--- src/rtl/spi_tx_char_packer_pkg.sv ---
// ---------------------------------------------------------------------------
// spi_tx_char_packer_pkg
// Shared definitions for the eSPI transmit character packer:
//   - TX_FIFO_DEPTH      : default word-FIFO depth (32-bit words)
//   - CHAR_LEN_HALF_MIN  : CSMODE LEN values at or above this select 16-bit chars
//   - char_mode_e        : CHAR_MODE_BYTE / CHAR_MODE_HALF
//   - pk_state_e         : unpacker states
//   - char_of/last_lane  : lane extraction helpers
// ---------------------------------------------------------------------------
package spi_tx_char_packer_pkg;

    localparam int         TX_FIFO_DEPTH     = 8;
    localparam logic [3:0] CHAR_LEN_HALF_MIN = 4'd8;

    typedef enum logic {
        CHAR_MODE_BYTE = 1'b0,
        CHAR_MODE_HALF = 1'b1
    } char_mode_e;

    typedef enum logic {
        ST_EMPTY = 1'b0,
        ST_SHIFT = 1'b1
    } pk_state_e;

    // Character for a given lane of a word, zero-extended to 16 bits.
    // Lane 0 is the least-significant lane.
    function automatic logic [15:0] char_of(input logic [31:0] word,
                                            input char_mode_e  mode,
                                            input logic [1:0]  lane);
        logic [15:0] c;
        c = 16'h0000;
        if (mode == CHAR_MODE_HALF) begin
            c = lane[0] ? word[31:16] : word[15:0];
        end else begin
            case (lane)
                2'd0:    c = {8'h00, word[7:0]};
                2'd1:    c = {8'h00, word[15:8]};
                2'd2:    c = {8'h00, word[23:16]};
                default: c = {8'h00, word[31:24]};
            endcase
        end
        return c;
    endfunction

    function automatic logic last_lane(input char_mode_e mode, input logic [1:0] lane);
        return (mode == CHAR_MODE_HALF) ? (lane == 2'd1) : (lane == 2'd3);
    endfunction

endpackage

--- src/rtl/spi_tx_char_packer_if.sv ---
// ---------------------------------------------------------------------------
// spi_tx_char_packer_if
// Bundles the register-side write port, the control/status signals and the
// character handshake toward the shift engine.
//   master : register block / shift engine side (drives controls, writes, READY)
//   slave  : the packer (drives WERR, CHAR, CHAR_VALID, TNF, TXE, TXCNT)
// ---------------------------------------------------------------------------
interface spi_tx_char_packer_if #(
    parameter int AW = 3
);
    import spi_tx_char_packer_pkg::*;

    logic          S_ENABLE;
    logic          S_FLUSH;
    logic [3:0]    S_CHAR_LEN;
    logic [31:0]   S_WDATA;
    logic          S_WVALID;
    logic          S_WERR;
    logic [15:0]   S_CHAR;
    logic          S_CHAR_VALID;
    logic          S_CHAR_READY;
    logic          S_TNF;
    logic          S_TXE;
    logic [AW:0]   S_TXCNT;

    modport master (
        output S_ENABLE, S_FLUSH, S_CHAR_LEN, S_WDATA, S_WVALID, S_CHAR_READY,
        input  S_WERR, S_CHAR, S_CHAR_VALID, S_TNF, S_TXE, S_TXCNT
    );

    modport slave (
        input  S_ENABLE, S_FLUSH, S_CHAR_LEN, S_WDATA, S_WVALID, S_CHAR_READY,
        output S_WERR, S_CHAR, S_CHAR_VALID, S_TNF, S_TXE, S_TXCNT
    );

endinterface

--- src/rtl/spi_word_fifo.sv ---
// ---------------------------------------------------------------------------
// spi_word_fifo
// Synchronous 32-bit word FIFO with registered occupancy count.
//   clk, rst_n : clock, asynchronous active-low reset
//   clr        : synchronous clear, wins over push/pop
//   push/wdata : write (ignored when full)
//   pop        : advance read pointer (ignored when empty)
//   rdata      : word at the read pointer (show-ahead, valid when !empty)
//   count/full/empty : occupancy status from registered state
// ---------------------------------------------------------------------------
module spi_word_fifo #(
    parameter int DEPTH = 8,
    parameter int AW    = 3
) (
    input  logic          clk,
    input  logic          rst_n,
    input  logic          clr,
    input  logic          push,
    input  logic [31:0]   wdata,
    input  logic          pop,
    output logic [31:0]   rdata,
    output logic [AW:0]   count,
    output logic          full,
    output logic          empty
);
    logic [31:0]  mem [DEPTH];
    logic [AW-1:0] wptr_q, wptr_d;
    logic [AW-1:0] rptr_q, rptr_d;
    logic [AW:0]   count_q, count_d;
    logic          push_ok;
    logic          pop_ok;

    assign full    = (count_q == (AW+1)'(DEPTH));
    assign empty   = (count_q == '0);
    assign count   = count_q;
    // Show-ahead read: the packer loads the head word in the same edge it pops.
    assign rdata   = mem[rptr_q];
    assign push_ok = push && !full && !clr;
    assign pop_ok  = pop && !empty && !clr;

    always_comb begin
        wptr_d  = wptr_q;
        rptr_d  = rptr_q;
        count_d = count_q;
        if (clr) begin
            wptr_d  = '0;
            rptr_d  = '0;
            count_d = '0;
        end else begin
            // Pointers are AW bits wide, so wrap modulo DEPTH happens naturally.
            if (push_ok) wptr_d = wptr_q + 1'b1;
            if (pop_ok)  rptr_d = rptr_q + 1'b1;
            case ({push_ok, pop_ok})
                2'b10:   count_d = count_q + 1'b1;
                2'b01:   count_d = count_q - 1'b1;
                default: count_d = count_q;
            endcase
        end
    end

    always_ff @(posedge clk or negedge rst_n) begin
        if (!rst_n) begin
            wptr_q  <= '0;
            rptr_q  <= '0;
            count_q <= '0;
        end else begin
            wptr_q  <= wptr_d;
            rptr_q  <= rptr_d;
            count_q <= count_d;
        end
    end

    always_ff @(posedge clk) begin
        if (push_ok) mem[wptr_q] <= wdata;
    end

endmodule

--- src/rtl/spi_tx_char_packer.sv ---
// ---------------------------------------------------------------------------
// spi_tx_char_packer
// Buffers SPITF words and unpacks them into 8- or 16-bit characters, LSB lane
// first, for the character shift engine.
//   S_SYSCLK, S_RESETN : clock, asynchronous active-low reset
//   bus (slave)        : ENABLE/FLUSH/CHAR_LEN controls, WDATA/WVALID writes,
//                        WERR drop pulse, CHAR/CHAR_VALID/CHAR_READY handshake,
//                        TNF/TXE/TXCNT status
// ---------------------------------------------------------------------------
module spi_tx_char_packer
    import spi_tx_char_packer_pkg::*;
#(
    parameter int DEPTH = TX_FIFO_DEPTH,
    parameter int AW    = 3
) (
    input  logic                 S_SYSCLK,
    input  logic                 S_RESETN,
    spi_tx_char_packer_if.slave  bus
);
    logic         clr;
    logic         fifo_push;
    logic         fifo_pop;
    logic [31:0]  fifo_rdata;
    logic [AW:0]  fifo_count;
    logic         fifo_full;
    logic         fifo_empty;
    logic         load;

    pk_state_e    state_q, state_d;
    char_mode_e   mode_q,  mode_d;
    logic [31:0]  word_q,  word_d;
    logic [1:0]   lane_q,  lane_d;
    logic [15:0]  char_q,  char_d;
    logic         valid_q, valid_d;
    logic         werr_q,  werr_d;

    assign clr       = !bus.S_ENABLE || bus.S_FLUSH;
    assign fifo_push = bus.S_WVALID && !fifo_full && !clr;

    spi_word_fifo #(
        .DEPTH (DEPTH),
        .AW    (AW)
    ) u_fifo (
        .clk   (S_SYSCLK),
        .rst_n (S_RESETN),
        .clr   (clr),
        .push  (fifo_push),
        .wdata (bus.S_WDATA),
        .pop   (fifo_pop),
        .rdata (fifo_rdata),
        .count (fifo_count),
        .full  (fifo_full),
        .empty (fifo_empty)
    );

    always_comb begin
        state_d  = state_q;
        mode_d   = mode_q;
        word_d   = word_q;
        lane_d   = lane_q;
        char_d   = char_q;
        valid_d  = valid_q;
        // Full is judged on the registered count, so a same-cycle pop
        // does not rescue a write into a full FIFO.
        werr_d   = bus.S_WVALID && fifo_full;
        load     = 1'b0;
        fifo_pop = 1'b0;

        case (state_q)
            ST_EMPTY: begin
                if (!fifo_empty) load = 1'b1;
            end
            default: begin
                if (bus.S_CHAR_READY) begin
                    if (last_lane(mode_q, lane_q)) begin
                        // Back-to-back reload keeps the character stream gap-free.
                        if (!fifo_empty) begin
                            load = 1'b1;
                        end else begin
                            valid_d = 1'b0;
                            state_d = ST_EMPTY;
                        end
                    end else begin
                        lane_d = lane_q + 2'd1;
                        char_d = char_of(word_q, mode_q, lane_q + 2'd1);
                    end
                end
            end
        endcase

        if (load) begin
            fifo_pop = 1'b1;
            word_d   = fifo_rdata;
            // Char width is frozen per word; LEN changes apply from the next word.
            mode_d   = (bus.S_CHAR_LEN >= CHAR_LEN_HALF_MIN) ? CHAR_MODE_HALF : CHAR_MODE_BYTE;
            lane_d   = 2'd0;
            char_d   = char_of(fifo_rdata, mode_d, 2'd0);
            valid_d  = 1'b1;
            state_d  = ST_SHIFT;
        end

        if (clr) begin
            state_d  = ST_EMPTY;
            mode_d   = CHAR_MODE_BYTE;
            word_d   = '0;
            lane_d   = '0;
            char_d   = '0;
            valid_d  = 1'b0;
            werr_d   = 1'b0;
            fifo_pop = 1'b0;
        end
    end

    always_ff @(posedge S_SYSCLK or negedge S_RESETN) begin
        if (!S_RESETN) begin
            state_q <= ST_EMPTY;
            mode_q  <= CHAR_MODE_BYTE;
            word_q  <= '0;
            lane_q  <= '0;
            char_q  <= '0;
            valid_q <= 1'b0;
            werr_q  <= 1'b0;
        end else begin
            state_q <= state_d;
            mode_q  <= mode_d;
            word_q  <= word_d;
            lane_q  <= lane_d;
            char_q  <= char_d;
            valid_q <= valid_d;
            werr_q  <= werr_d;
        end
    end

    assign bus.S_CHAR       = char_q;
    assign bus.S_CHAR_VALID = valid_q;
    assign bus.S_WERR       = werr_q;
    assign bus.S_TNF        = !fifo_full;
    assign bus.S_TXE        = fifo_empty && (state_q == ST_EMPTY);
    assign bus.S_TXCNT      = fifo_count;

endmodule

--- src/flat_wrapper.sv ---
// flat-port wrapper written by rule: the top's interface ports become plain ports
module spi_tx_char_packer_flat import spi_tx_char_packer_pkg::*;
#(
    parameter int DEPTH = TX_FIFO_DEPTH,
    parameter int AW    = 3
)
  (S_SYSCLK, S_RESETN, bus_S_ENABLE, bus_S_FLUSH, bus_S_CHAR_LEN, bus_S_WDATA, bus_S_WVALID, bus_S_CHAR_READY, bus_S_WERR, bus_S_CHAR, bus_S_CHAR_VALID, bus_S_TNF, bus_S_TXE, bus_S_TXCNT);
  spi_tx_char_packer_if #(.AW(AW)) bus_i ();
  input  logic S_SYSCLK;
  input  logic S_RESETN;
  input wire logic [$bits(bus_i.S_ENABLE)-1:0] bus_S_ENABLE;
  input wire logic [$bits(bus_i.S_FLUSH)-1:0] bus_S_FLUSH;
  input wire logic [$bits(bus_i.S_CHAR_LEN)-1:0] bus_S_CHAR_LEN;
  input wire logic [$bits(bus_i.S_WDATA)-1:0] bus_S_WDATA;
  input wire logic [$bits(bus_i.S_WVALID)-1:0] bus_S_WVALID;
  input wire logic [$bits(bus_i.S_CHAR_READY)-1:0] bus_S_CHAR_READY;
  output wire logic [$bits(bus_i.S_WERR)-1:0] bus_S_WERR;
  output wire logic [$bits(bus_i.S_CHAR)-1:0] bus_S_CHAR;
  output wire logic [$bits(bus_i.S_CHAR_VALID)-1:0] bus_S_CHAR_VALID;
  output wire logic [$bits(bus_i.S_TNF)-1:0] bus_S_TNF;
  output wire logic [$bits(bus_i.S_TXE)-1:0] bus_S_TXE;
  output wire logic [$bits(bus_i.S_TXCNT)-1:0] bus_S_TXCNT;
  assign bus_i.S_ENABLE = bus_S_ENABLE;
  assign bus_i.S_FLUSH = bus_S_FLUSH;
  assign bus_i.S_CHAR_LEN = bus_S_CHAR_LEN;
  assign bus_i.S_WDATA = bus_S_WDATA;
  assign bus_i.S_WVALID = bus_S_WVALID;
  assign bus_i.S_CHAR_READY = bus_S_CHAR_READY;
  assign bus_S_WERR = bus_i.S_WERR;
  assign bus_S_CHAR = bus_i.S_CHAR;
  assign bus_S_CHAR_VALID = bus_i.S_CHAR_VALID;
  assign bus_S_TNF = bus_i.S_TNF;
  assign bus_S_TXE = bus_i.S_TXE;
  assign bus_S_TXCNT = bus_i.S_TXCNT;
  spi_tx_char_packer #(.DEPTH(DEPTH), .AW(AW)) u_core (.S_SYSCLK(S_SYSCLK), .S_RESETN(S_RESETN), .bus(bus_i));
endmodule
--- config.mk ---
export PLATFORM = sky130hd
export DESIGN_NAME = spi_tx_char_packer_flat
export DESIGN_NICKNAME = d
export VERILOG_FILES = /design/src/rtl/spi_tx_char_packer_pkg.sv /design/src/rtl/spi_tx_char_packer_if.sv /design/src/rtl/spi_word_fifo.sv /design/src/rtl/spi_tx_char_packer.sv /design/src/flat_wrapper.sv
export SDC_FILE = /design/constraint.sdc
export NUM_CORES = 1
export LEC_CHECK = 0
export ABC_AREA = 0
export CORE_ASPECT_RATIO = 1.5
export CORE_MARGIN = 2
export CORE_UTILIZATION = 53
export DETAILED_ROUTE_END_ITERATION = 16
export PLACE_DENSITY = 0.77
export SYNTH_ARGS = -nofsm -noshare
export SYNTH_HDL_FRONTEND = slang
export SYNTH_HIERARCHICAL = 1
export SYNTH_SLANG_ARGS = --single-unit
--- constraint.sdc ---
create_clock -name S_SYSCLK -period 16.05 [get_ports S_SYSCLK]
set_input_delay 1.605 -clock S_SYSCLK [delete_from_list [all_inputs] [get_ports S_SYSCLK]]
set_output_delay 1.605 -clock S_SYSCLK [all_outputs]
set_load 0.005 [all_outputs]
==> summary.md, run 1 <==
| Metric | Value |
|---|---|
| Clock Latency Late Sink | 0.53 ns |
| Rel. slew slack | between 20% and 30% |
| Critical Path RT | roughly 17 ns |
| Number of global-route vias before repair | between 7,000 and 8,000 |
| Setup bufs post-CTS | 0 |
| Critical Path Start | bus_S_CHAR_READY |
| Die height | approximately 200 µm |
| H-tree depth reported by CTS | 1 |
| Power consumption | approximately 1600 µW |
| Clock transition time at the flip-flop clock pins of the worst setup and hold paths | 0.06 ns |
| Slew Limit Fails | 0 |
| Pre-CTS setup slack | between 10 and 15 ns |
| Final net count | 890 |
| Peak supply drop | approximately 0.069 mV |
| Post-DRT Antenna Nets | 0 |
| Syn_nets | around 830 |
| Critical path fanouts, max | 50 |
| CTS max path bufs | 3 |
| Root buffer cell | clkbuf_16 |
| Hold bufs inserted after CTS | 0 |
| Fin worst setup slack | between 10 and 15 ns |
| Critical path startpoint category | input pin |
| Final wirelength | 26,200 µm |
| Worst r2r path cells | 12 |
| Worst Skew | 0.00707 ns |
| Register area share after synthesis | between 70% and 80% |
| Top cell type's share of synthesized area | between 50% and 60% |
| Reg2reg setup slack | roughly 12 ns |
| Cell count after placement | between 1,000 and 1,500 |
| PostCTS Resize Cnt | 0 |
| Initial DRC Count | roughly 620 |
| Cells after synthesis | between 700 and 800 |
| Min cycle time layout | between 4 and 5 ns |
| Lkg Pwr | between 0.004 and 0.005 µW |
| Reg-to-Reg Start | u_core/mode_q |
| Critical Path AT | roughly 5 ns |
| CTS sink count | 320 |
| # setup viols final | 0 |
| Final hold slack | between 0.5 and 0.6 ns |
| Critical Path Sink Type | flop |
| Initial Util | a little over half |
| Initial antenna violation count | 2 |
| Cell Area, Synth | approximately 13,000 µm² |
| Fin. Hold Viols | 0 |
| CTS tree | yes |
| WHS Endpoint | u_core/bus.S_CHAR[3] |
| Worst Hold Path Cells | 1 |
| Post-synth EDFFs | 256 |
| Synth cell types | 51 |
| Total CTS buffers | 27 |
| DRC Markers | 0 |
| Max-Cap Viols | 0 |
| Final HPWL DP | around 15,000 µm |
| Die width | ~130 µm |
| Die area | ~26,000 µm² |
| Synth-to-layout area growth | 13.8% |
| IO buf count | 62 |
| Largest net degree at the start of global routing | 67 |
| Fraction of layout cells with a size suffix above 1 | between 20% and 30% |
| RSZ-0062 raised after global routing | no |
| GRT Overall Usage | approximately a fifth |
| Top cell type by total area after synthesis | edfxtp_1 |
| Routability cong. | 0.846 |
| Synth area leaders | edfxtp_1 (58%), dfrtp_1 (12%), mux4_2 (11%) |
| Avg Cell Area, Syn | 16.9 µm² |
| IO Count | 66 |
| Vias per cell | between 5 and 6 |
| Actual slew at the worst max-slew pin | between 1 and 1.5 ns |
| Reg-to-Reg End | u_core/u_fifo/count[3] |
| Row count | 70 |
| Yosys synthesis warning count | 6 |
| Hold wc startpoint | u_core/bus.S_CHAR[3] |
| Outcome | finished clean |
| Core Region | between 20,000 and 25,000 µm² |
| Ys async rst share | between 20% and 30% |
| Drt pass-1 iters | 5 |
| Power per cell area | ~100 nW/µm² |
| Global-route wire length before repair | 41,400 µm |
| Main synth FF type | edfxtp_1 |
| WL per Instance | about 22 µm |
| Register bit total from synthesis | 320 |
| Gr ovfl total | 0 |
| Period utilisation layout | 28.9% |
| Worst setup path category | input pin to flop |
| Finished Layout Cells | ~1,200 |
| Worst hold path type | flop to flop |
| DR vias | roughly 7,000 |
| Setup TNS | 0 ns |
| Fmax | approximately 220 MHz |
[worst max-delay path, stage by stage]
cell and delay [ns]:
clkdlybuf4s50_1 0.59, and3b_1 0.27, a21oi_4 0.07, buf_4 0.29
nor2_1 0.37, o41ai_4 0.21, a21oi_2 0.18, nor2b_1 0.29
ha_1 0.28, a21o_1 0.20, a2111oi_0 0.42, mux2i_1 0.14
or3b_1 0.18
[per-layer routing]
layer  part of all wire (%)  track usage [%]
met5                  0.050                0
met4                    2.1             6.37
met3                    5.5             2.75
met2                     52             35.8
met1                     41             27.4
[power by group]
group          internal, µW  total [µW]  switching [µW]  leakage (µW)
combinational          12.0        31.8            19.8       0.00122
clock                   353         626             273      0.000422
sequential              898         898           0.743       0.00319
total                  1260        1560             293       0.00484
[sequential cells by signal, summed over array words and instances, names as in the netlist]
name / count
u_core/bus.S_CHAR: 16
u_core/bus.S_CHAR_VALID: 1
u_core/bus.S_WERR: 1
u_core/lane_q: 2
u_core/mode_q: 1
u_core/state_q: 1
u_core/u_fifo/count: 4
u_core/u_fifo/mem: 256
u_core/u_fifo/rptr_q: 3
u_core/u_fifo/wptr_q: 3
u_core/word_q: 32
[layout by cell type, fill, tap and decap left out, drive strengths merged, types with 4 or more instances in the layout]
master	n
o2bb2ai	7
nor4	4
xor2	5
nor2	18
mux2	40
a221oi	8
buf	19
nand2	81
inv	14
ha	8
mux4	64
nor2b	4
nand3	20
nor3	4
a211oi	11
a21oi	49
edfxtp	256
clkbuf	41
o21ai	19
a22oi	8
o211ai	9
mux2i	4
a31oi	9
xnor2	4
clkinv	7
dfrtp	64
clkdlybuf4s50	61
[cells by family (layout without fill, tap and decap cells)]
| logic type | after synthesis | after routing | synth area share [%] |
|---|---|---|---|
| flops | 320 | 320 | 70.3 |
| simple gates | 143 | 143 | 4.85 |
| compound gates | 127 | 127 | 6.39 |
| mux | 108 | 108 | 14.6 |
| buf+inv | 67 | 143 | 2.30 |
| fa+ha+maj | 9 | 9 | 0.909 |
| xor+xnor | 9 | 9 | 0.653 |
| other cells | 0 | 2 | 0 |
[layout make-up]
type | instances | area [µm²]
Tap cell | 324 | 405
Timing Repair Buffer | 80 | 751
Sequential cell | 320 | 9290
Antenna cell | 2 | 5.00
Fill cell | 1716 | 9400
Clock buffer | 41 | 788
Inverter | 14 | 52.6
Multi-Input combinational cell | 396 | 3680
Clock inverter | 8 | 62.6
[worst max-delay path by stage]
stage | end | slack (ns) | depth (start not counted)
after detailed placement | u_core/u_fifo/count[3] | 10.90 | 13
after global routing | u_core/u_fifo/count[3] | 11.18 | 13
after floorplan | u_core/u_fifo/mem[0][0] | 9.45 | 6
after CTS | u_core/u_fifo/count[3] | 11.45 | 13
final | u_core/u_fifo/count[3] | 11.41 | 13
after global placement | u_core/u_fifo/count[3] | 11.00 | 13
[through the flow]
stage                     util [%]  instance area, µm²
final                         61.5               15000
after global routing          61.5               15000
after CTS                     61.5               15000
after detailed placement      58.0               14200
after global placement        58.0               14200
after floorplan                  -               13200
[synthesized netlist by cell type (all sizes together) (2+ instances only)]
master and n:
edfxtp 256, nand2 81, dfrtp 64, mux4 64
a21oi 49, mux2 40, buf 30, clkbuf 23
nand3 20, o21ai 19, nor2 18, inv 14
a211oi 11, a31oi 9, o211ai 9, a221oi 8
a22oi 8, ha 8, o2bb2ai 7, xor2 5
mux2i 4, nor2b 4, nor3 4, nor4 4
xnor2 4, a21o 2, and3 2, nor3b 2
or3b 2
Note: power is estimated with default switching activity, not from simulation.
==> run 2, diff against run 1 <==
==> constraint.sdc (replaced) <==
create_clock -name S_SYSCLK -period 4.28 [get_ports S_SYSCLK]
set_input_delay 0.428 -clock S_SYSCLK [delete_from_list [all_inputs] [get_ports S_SYSCLK]]
set_output_delay 0.428 -clock S_SYSCLK [all_outputs]
set_load 0.005 [all_outputs]
==> summary.md, run 2 (synthesis gave the netlist of run 1 again) <==
| Metric | Value |
|---|---|
| Outcome | complete, but fails checks |
| Failing checks | negative hold slack |
| Hold bufs inserted after CTS | 0 (unchanged) |
| Pre-CTS setup slack | 0.728 ns (-10.18 ns) |
| Gr ovfl total | 0 (unchanged) |
| Peak supply drop | 0.307 mV (+340%) |
| Worst Skew | 0.0156 ns (+0.00856 ns) |
| Power consumption | 5990 µW (+280%) |
| # setup viols final | 0 (unchanged) |
| Rel. slew slack | 18.6% (-8.5 points) |
| Initial antenna violation count | 0 (-2) |
| GRT Overall Usage | 20.3% (-0.37 points) |
| Synth-to-layout area growth | 14.8% |
| Slew Limit Fails | 0 (unchanged) |
| CTS max path bufs | 3 (unchanged) |
| Critical Path Sink Type | flop |
| Max reg flops | 256 (unchanged) |
| Post-DRT Antenna Nets | 0 (unchanged) |
| CP max stage delay | 0.58 ns (about the same) |
| Routability cong. | 0.808 (-4.5%) |
| Power per cell area | 395 nW/µm² (+280%) |
| Drt pass-1 iters | 5 (unchanged) |
| Clock transition time at the flip-flop clock pins of the worst setup and hold paths | 0.07 ns (about the same) |
| Root buffer cell | clkbuf_16 |
| PostCTS Resize Cnt | 0 (unchanged) |
| Clock Latency Late Sink | 0.54 ns (about the same) |
| DRC Markers | 0 (unchanged) |
| Initial DRC Count | 623 (+0.32%) |
| Fin worst setup slack | 0.816 ns (-10.59 ns) |
| Critical Path AT | 3.93 ns (-1.18 ns) |
| Die width | 133 µm (unchanged) |
| Critical path fanouts, max | 9 (-82%) |
| Setup bufs post-CTS | 0 (unchanged) |
| Period utilisation layout | between 80% and 90% |
| Initial Util | 54.1% (unchanged) |
| Final HPWL DP | 15,200 µm (+3.8%) |
| Row count | 70 (unchanged) |
| Core Region | 24,400 µm² (unchanged) |
| Grt met2 use | 34.7% (-1.1 points) |
| Largest net degree at the start of global routing | 55 (-18%) |
| Highest-delay cell along the critical path | dfrtp_1 |
| Global Route met1 Usage | 27.0% (-0.43 points) |
| RSZ-0062 raised after global routing | no |
| CP delay by family, top | simple AND/OR/NAND/NOR gates |
| CTS tree | yes |
| Total CTS buffers | 27 (unchanged) |
| Fin. Hold Viols | 7 (+7) |
| Worst setup path category | flop to flop |
| M3 GR Usage | 2.90% (+0.15 points) |
| Max-Cap Viols | 0 (unchanged) |
| Final wirelength | 26,100 µm (-0.39%) |
| WP buf/inv | 1 (-1) |
| WL per Instance | 22.0 µm (-0.73%) |
| Global-route wire length before repair | 40,600 µm (-2.1%) |
| CP cell instances | nor4_1 > buf_4 > and3b_1 > a21oi_4 > nor2_1 > o41ai_4 > a21oi_2 > nor2b_1 > ha_1 > a21o_1 > a2111oi_0 > mux2i_1 > or3b_1 |
| Util after Layout | 62.1% (+0.54 points) |
| Fmax | between 200 and 300 MHz |
| Ant diodes | 0 (-2) |
| H-tree depth reported by CTS | 1 (unchanged) |
| Critical Path RT | 4.75 ns (-11.77 ns) |
| Largest register by flop count | u_core/u_fifo/mem |
| Die area | 26,200 µm² (unchanged) |
| IO buf count | 62 (unchanged) |
| Actual slew at the worst max-slew pin | 1.22 ns (+0.127 ns) |
| CTS sink count | 320 (unchanged) |
| Die height | 197 µm (unchanged) |
| Worst hold path type | input pin to asynchronous set/reset pin |
| Setup TNS | 0 ns (unchanged) |
| Fraction of layout cells with a size suffix above 1 | 21.8% (+0.90 points) |
| Vias per cell | 5.92 (-0.45%) |
| Top Usage Layer GRT | met2 |
| Min cycle time layout | ~3.5 ns |
| Final net count | 895 (+0.56%) |
| Commonest non-fill, non-tap cell in the layout | edfxtp_1 |
| Critical path startpoint category | flop |
| Number of global-route vias before repair | 7,197 (+0.18%) |
| Lkg Pwr | 0.00489 µW (+1.2%) |
| Most frequent cells in the layout | edfxtp_1 (256), nand2_1 (81), mux4_2 (64), dfrtp_1 (62), clkdlybuf4s50_1 (61) |
| DR vias | 7,039 (-0.11%) |
| IO Count | 66 (unchanged) |
| Final hold slack | -0.0158 ns (-0.531 ns) |
[run 2: cell count changes in the layout (fill, tap and decap cells not counted), moves of 2 or more]
cell        change
clkinv_1        +2
clkbuf_1        -5
clkbuf_8        -3
diode_2         -2
buf_4           +4
clkinvlp_4      +2
bufinv_16       +3
inv_6           +2
[run 2: final timing paths]
check | start | endpoint | slack (ns) | cells past startpoint
setup / recovery | u_core/u_fifo/count[0] | u_core/u_fifo/count[3] | 0.82 | 13
hold / removal | S_RESETN | u_core/u_fifo/wptr_q[2] | -0.02 | 1
setup reg to reg | u_core/u_fifo/count[0] | u_core/u_fifo/count[3] | 0.82 | 13
hold reg to reg | u_core/bus.S_CHAR[3] | u_core/bus.S_CHAR[3] | 0.52 | 1
max in group asynchronous | S_RESETN | u_core/u_fifo/rptr_q[0] | 3.38 | 2
min in group S_SYSCLK | bus_S_WVALID | u_core/bus.S_WERR | 0.51 | 2
[run 2: per-stage QoR]
step,hold WS (ns),cell area [µm²],cells
2_1_floorplan,0.132,13200,783
3_3_place_gp,0.504,14300,1139
3_5_place_dp,0.496,14300,1139
4_1_cts,0.00975,15200,1189
5_1_grt,0.0561,15200,1189
6_report,-0.0158,15200,1189
[run 2: where the power goes]
group	switching, µW	internal [µW]	total, µW
logic	75.6	45.6	121
clock network	1040	1450	2500
registers	2.75	3370	3370
total	1120	4870	5990
[run 2: worst register-to-register path, delay by kind of cell (launching register included)]
kind / cells / cell delay [ns]
and+or+nand+nor: 5 / 1.16
AOI/OAI and AO/OA: 5 / 1.09
adders and majority gates: 1 / 0.28
DFF: 1 / 0.58
buffers and inverters: 1 / 0.18
muxes: 1 / 0.13
[run 2: routing by layer]
metal	part of all wire (%)	up-vias
li1	-	3187
met1	40	3559
met2	52	243
met3	5.3	50
met4	2.7	0
met5	0	-
[run 2: cell type report]
class | count | area, µm²
Clock buffer | 33 | 728
Clock inverter | 17 | 193
Fill cell | 1693 | 9260
Inverter | 14 | 52.6
Multi-Input combinational cell | 396 | 3700
Sequential cell | 320 | 9290
Tap cell | 324 | 405
Timing Repair Buffer | 85 | 801
